[config.mk]
export PLATFORM = sky130hd
export DESIGN_NAME = mips_regfile_sb
export DESIGN_NICKNAME = d
export VERILOG_FILES = /design/src/rtl/mips_regfile_sb.sv
export SDC_FILE = /design/constraint.sdc
export NUM_CORES = 2
export LEC_CHECK = 0
export BUFFER_PORTS_ARGS = -buffer_cell sky130_fd_sc_hd__buf_4
export CORE_MARGIN = 1.5
export CORE_UTILIZATION = 55
export DETAILED_ROUTE_END_ITERATION = 10
export PLACE_DENSITY = 0.83
export SLEW_MARGIN = 20
export SYNTH_ARGS = -nofsm -noshare
export SYNTH_HDL_FRONTEND = slang
export SYNTH_SLANG_ARGS = --single-unit
[constraint.sdc]
create_clock -name clk -period 34.3 [get_ports clk]
set_clock_uncertainty 0.05 [all_clocks]
set_input_delay 3.43 -clock clk [delete_from_list [all_inputs] [get_ports clk]]
set_output_delay 3.43 -clock clk [all_outputs]
set_load 0.005 [all_outputs]
[src/rtl/mips_regfile_sb.sv]
// MIPS general-purpose register file: NUM_RD registered read ports with write-through
// bypass, one write port, r0 hardwired to zero, and a pending-write scoreboard.
module mips_regfile_sb #(
   parameter int DATA_W = 32,
   parameter int ADDR_W = 5,
   parameter int NUM_RD = 2
) (
   input  logic                     clk,
   input  logic                     rst,
   input  logic                     rd_en,
   input  logic [NUM_RD*ADDR_W-1:0] rd_addr,
   output logic [NUM_RD*DATA_W-1:0] rd_data,
   output logic                     rd_valid,
   output logic [NUM_RD-1:0]        rd_hazard,
   input  logic                     wr_en,
   input  logic [ADDR_W-1:0]        wr_addr,
   input  logic [DATA_W-1:0]        wr_data,
   input  logic                     iss_en,
   input  logic [ADDR_W-1:0]        iss_addr,
   output logic [2**ADDR_W-1:0]     busy
);

   localparam int NREG = 2**ADDR_W;

   logic [NREG*DATA_W-1:0] file_flat;
   logic [NREG-1:0]        busy_reg;
   logic [NREG-1:0]        busy_next;
   logic                   rd_valid_reg;

   // Register storage; slot 0 has no storage so writes to r0 vanish.
   generate
      for (genvar gi = 0; gi < NREG; gi++) begin : g_reg
         if (gi == 0) begin : g_zero
            assign file_flat[0 +: DATA_W] = '0;
         end else begin : g_store
            logic [DATA_W-1:0] q_reg;
            always_ff @(posedge clk or posedge rst) begin
               if (rst)
                  q_reg <= '0;
               else if (wr_en && wr_addr == ADDR_W'(gi))
                  q_reg <= wr_data;
            end
            assign file_flat[gi*DATA_W +: DATA_W] = q_reg;
         end
      end
   endgenerate

   // Issue is applied after write-back so a same-cycle issue keeps the bit set.
   always_comb begin
      busy_next = busy_reg;
      if (wr_en)
         busy_next[wr_addr] = 1'b0;
      if (iss_en)
         busy_next[iss_addr] = 1'b1;
      busy_next[0] = 1'b0;
   end

   always_ff @(posedge clk or posedge rst) begin
      if (rst) begin
         busy_reg     <= '0;
         rd_valid_reg <= 1'b0;
      end else begin
         busy_reg     <= busy_next;
         rd_valid_reg <= rd_en;
      end
   end

   assign busy     = busy_reg;
   assign rd_valid = rd_valid_reg;

   generate
      for (genvar gi = 0; gi < NUM_RD; gi++) begin : g_rd
         logic [ADDR_W-1:0] addr;
         logic              bypass;
         logic [DATA_W-1:0] data_next;
         logic [DATA_W-1:0] data_reg;
         logic              hazard_next;
         logic              hazard_reg;

         assign addr   = rd_addr[gi*ADDR_W +: ADDR_W];
         assign bypass = wr_en && (wr_addr == addr);

         // Hazard uses pre-edge busy, so an issue this cycle never flags its own sources.
         always_comb begin
            data_next = file_flat[int'(addr)*DATA_W +: DATA_W];
            if (addr == '0)
               data_next = '0;
            else if (bypass)
               data_next = wr_data;
            hazard_next = (addr != '0) && busy_reg[addr] && !bypass;
         end

         always_ff @(posedge clk or posedge rst) begin
            if (rst) begin
               data_reg   <= '0;
               hazard_reg <= 1'b0;
            end else if (rd_en) begin
               data_reg   <= data_next;
               hazard_reg <= hazard_next;
            end
         end

         assign rd_data[gi*DATA_W +: DATA_W] = data_reg;
         assign rd_hazard[gi]                = hazard_reg;
      end
   endgenerate

endmodule

# After elaboration in Yosys (flattened, before gate mapping)
# Index checks and enable logic that the tools add are counted.
# W data, S select, Z words.
word_totals:
  register_bits: 1090
op_classes:
  order_cmp: 6
  n_eq_ne: 33
  shift: 2
  n_mux: 14
  n_bitwise: 3
  reduce_logical: 45
ops:
  columns: ["op", "count"]
  rows:
  - ["$shiftx A1024 B11 Y32", 2]
  - ["$mux W32", 6]
  - ["$eq A5 B5 Y1 const B", 16]
  - ["$eq A5 B4 Y1 const B", 8]
  - ["$logic_and A1 B1 Y1", 39]
  - ["$and A32 B32 Y32", 1]
  - ["$not A32 Y32", 1]
  - ["$or A32 B32 Y32", 1]
  - ["$lt A5 B6 Y1 const B", 4]
  - ["$eq A5 B3 Y1 const B", 4]
  - ["$bmux W1 S5", 2]
  - ["$demux W1 S5", 2]
  - ["$eq A5 B2 Y1 const B", 2]
  - ["$eq A5 B5 Y1", 2]
  - ["$ge A5 B1 Y1 const B", 2]
  - ["$logic_not A5 Y1", 2]
  - ["$reduce_bool A5 Y1", 2]
  - ["$eq A5 B1 Y1 const B", 1]
  - ["$mux W1", 4]
  - ["$logic_not A1 Y1", 2]

# Depth between registers and ports, before layout
depth:
  depth_word: 9
  depth_mapped: 11

# Least setup slack after synthesis
# Ideal clock, no wire load.
synth_path:
  path_kind: "input -> register"
  start: "input port rd_addr[5]"
  end: "register g_rd[1].data_reg[30]"
  setup_ps: 148
  t_arrival_ps: 5189
  required_ps: 34102
  setup_slack_ps: 28912
  cell_stages: 9
  cell_sequence: "buf_6 > buf_2 > buf_4 > buf_4 > buf_4 > mux2i_1 > o22ai_1 > o311ai_0 > o221ai_1"
synth_between:
  elab_chain_len: 4
  elab_cells_between_ends: 6
  cone_classes: "eq/ne: 1; shift: 1; mux: 2; reduce/logical: 2"
synth_lines:
  columns: ["element", "line", "source"]
  rows:
  - ["start, declared", "11", "input logic [NUM_RD*ADDR_W-1:0] rd_addr,"]
  - ["branches (longest 3 deep; another with $shiftx A1024 B11 Y32)", null, null]
  - ["$mux W32 *", "86", "if (addr == '0)"]
  - ["end signal, assigned", "98", "data_reg <= data_next;"]
  - ["end, declared", "76", "logic [DATA_W-1:0] data_reg;"]
# Every way passes the cells marked *.
# A chain may end at the register's enable or synchronous reset.

# Worst setup path after layout
layout_path:
  start: "input port rd_addr[5]"
  end: "register g_rd[1].data_reg[15]"
# The elaborated chain is that of the path after synthesis.

==> impl_metrics.toml <==
[timing]
timing.final.hold_violations = 0
rsz0062_at_grt = "false"
worst_pin_slew_ns = 1.23
period_minus_slack_ns = 6.56
setup_violations = 0
slew_headroom = 0.182
finalMaxSlewViolations = 0
fmax_mhz = 152
finalSetupTns_ns = 0
setup_ws_ns = 27.74
fin_crit_sh = 0.191

[placement]
hpwl_um = 102000
dp_slack_ns = 27.01
place_congestion = 0.898
placement.io_buffers = 154

[pwr]
pwr-share-seq = 0.457
vdd_ir_drop_max_v = 0.0000420
clockPowerShare = 0.336
p_comb_frac = 0.207
p_switching_mw = 1.06
power_density_nw_per_um2 = 60.2
leakagePower_nw = 27.6
swShare = 0.277
intPower_mw = 2.77

[cts]
cts_tree = "yes"
h-tree-depth = 3
root_buffer = "clkbuf_16"
cts.sinks = 1090
clk_latency_ns = 0.69
postCtsResizedCells = 0
cts_setup_buffers = 0
cts_hold_buf = 0
clock_path_buffers = 3
numCtsBuffers = 105
path_clk_slew_ns = 0.07

[drt]
drc = 0
initialDrtViolationCount = 5354
drt-pass1-iter-count = 6
vias = 39800
vias_per_cell = 7.26
wl_um = 178000
routedWlPerCell_um = 32.6
ant_nets = 0

[floorplan]
io_pins = 156
dieHeight_um = 327
core-area_um2 = 104000
start_util = 0.557
fp.dieW_um = 327
rows = 118
dieArea_um2 = 107000

[critical_path]
end_kind = "flop"
path_max_fanout = 71
start_kind = "input port"
cp_slowest_cell = "buf_4"
arrival_ns = 7.05
critPathKind = "in -> reg"
r2r_setup_slack_ns = 32.11
crit_required_ns = 34.79
critPathMaxStageDelay_ns = 0.75
path_cells = "buf_8 > buf_4 > buf_4 > mux4_2 > mux4_2 > a32oi_1 > o221ai_1"

[synthesis]
synth_edf_count = 0
synth_commonest_cells = "dfrtp_1 (1090), mux2_2 (978), mux4_2 (470)"
avgSynthCellArea_um2 = 14.2
syn_area_um2 = 57800
synth_ff_type = "dfrtp_1"
ys_seq_area_frac = 0.472
synth-async-reset-ratio = 1.00
yosys.area.top_type_share = 0.472
synth_fp_nets = 4141
postSynthCellCount = 4084
yosysWarningCount = 0
ys_types = 58
synth_top_area_cell = "dfrtp_1"
yosys-top-cells-area = "dfrtp_1 (47%), mux2_2 (19%), mux4_2 (18%), mux2i_1 (3.1%), clkbuf_1 (1.7%)"
ys_ff_latch = 1090
synth.most_common_cell = "dfrtp_1"

[layout]
nets = 4052
areaGrowthSynthToFinish_pct = 9.95
largest_reg_flops = 992
drive_gt1_frac = 0.469

[worst_hold_path]
holdCritPathClass = "reg -> reg"

[run]
maxCapViolCount = 0

[global_routing]
grt_pass1_wl_um = 265000
antenna_found_initial = 14
grt_max_degree = 179
grt_pass1_vias = 40400
grt_use_total = 0.334
overflow = 0

[outcome]
outcome = "finished clean"
cell type report:
type | instances | area, um2
multi-input cells | 2541 | 28700
clock inverters | 55 | 761
diodes | 8 | 20.0
well taps | 1380 | 1730
flip-flops and latches | 1090 | 27300
clock buffers | 141 | 3060
repair buffers | 233 | 1860
fillers | 7403 | 40300
inverters | 24 | 97.6
path summary, 6_finish.rpt:
check,from,end,cells after the start
setup reg to reg,g_reg[23].g_store.q_reg[3],g_rd[1].data_reg[3],5
setup / recovery,rd_addr[5],g_rd[1].data_reg[15],7
hold reg to reg,g_reg[1].g_store.q_reg[27],g_reg[1].g_store.q_reg[27],2
hold / removal,g_reg[1].g_store.q_reg[27],g_reg[1].g_store.q_reg[27],2
max in group asynchronous,rst,g_reg[29].g_store.q_reg[6],5
min in group asynchronous,rst,g_reg[30].g_store.q_reg[7],2
worst max-delay path: cells and delay by family:
family          cells  cell delay (ns)
buf+inv             3             2.07
compound gates      2             0.34
mux                 2             1.08
cells in the final DEF, fill, tap and decap left out, types with 8 or more instances in the layout:
cell type  Yosys  routed
a32oi_1       24      24
o22ai_1       45      45
a31oi_1       10      10
clkbuf_16      0     109
nand2_2        0      11
inv_1         21      17
mux2_2       978     978
o221ai_1      30      30
clkinv_2       0      26
diode_2        0       8
nand4_1       17      17
o21ai_1       22      22
nor2_1        95      83
o31a_1         8       8
clkbuf_8       0      21
a22oi_1       58      58
buf_4         39     219
o311ai_1      40      40
mux4_2       470     470
nand3_1       45      41
dfrtp_1     1090    1090
clkbuf_1     261      11
a21oi_1       21      19
mux2i_1      179     179
bufinv_16      0      18
o21ai_0      135     135
o21bai_1      11      11
nand2_1      245     234
nor2_4         0      12
a22o_1        26      26
routing by layer:
metal / vias up / global-route usage / part of all wire
met5: - / 0 / 0.00048
met4: 12 / 0.191 / 0.066
met3: 748 / 0.0905 / 0.12
met2: 2696 / 0.512 / 0.46
met1: 20800 / 0.432 / 0.36
li1: 15500 / - / -
kinds of logic (layout without fill, tap and decap cells):
group	Yosys count	count (layout)	synth area share
muxes	1627	1627	0.405
and+or+nand+nor	451	451	0.0338
AOI/OAI and AO/OA	452	452	0.0530
buffers and inverters	453	453	0.0349
other	1	9	0.0000649
xor gates and xnor gates	10	10	0.00152
DFF	1090	1090	0.472
power groups by stage:
stage	clock network (mW)	registers, mW	logic (mW)
2_1_floorplan	0	1.69	0.602
3_3_place_gp	0	1.74	0.751
3_5_place_dp	0	1.76	0.779
4_1_cts	1.29	1.74	0.785
5_1_grt	1.34	1.78	0.840
6_report	1.29	1.75	0.792
per-stage QoR:
step | total power [mW] | std cells | area, um2 | hold slack (ns) | util
3_3_place_gp | 2.49 | 5267 | 59700 | 0.423 | 0.575
2_1_floorplan | 2.29 | 4084 | 57800 | 0.406 | -
4_1_cts | 3.81 | 5463 | 63500 | 0.453 | 0.612
6_report | 3.83 | 5472 | 63500 | 0.452 | 0.612
3_5_place_dp | 2.54 | 5267 | 59700 | 0.439 | 0.575
5_1_grt | 3.96 | 5471 | 63500 | 0.476 | 0.612
Note: power is estimated with default switching activity, not from simulation.
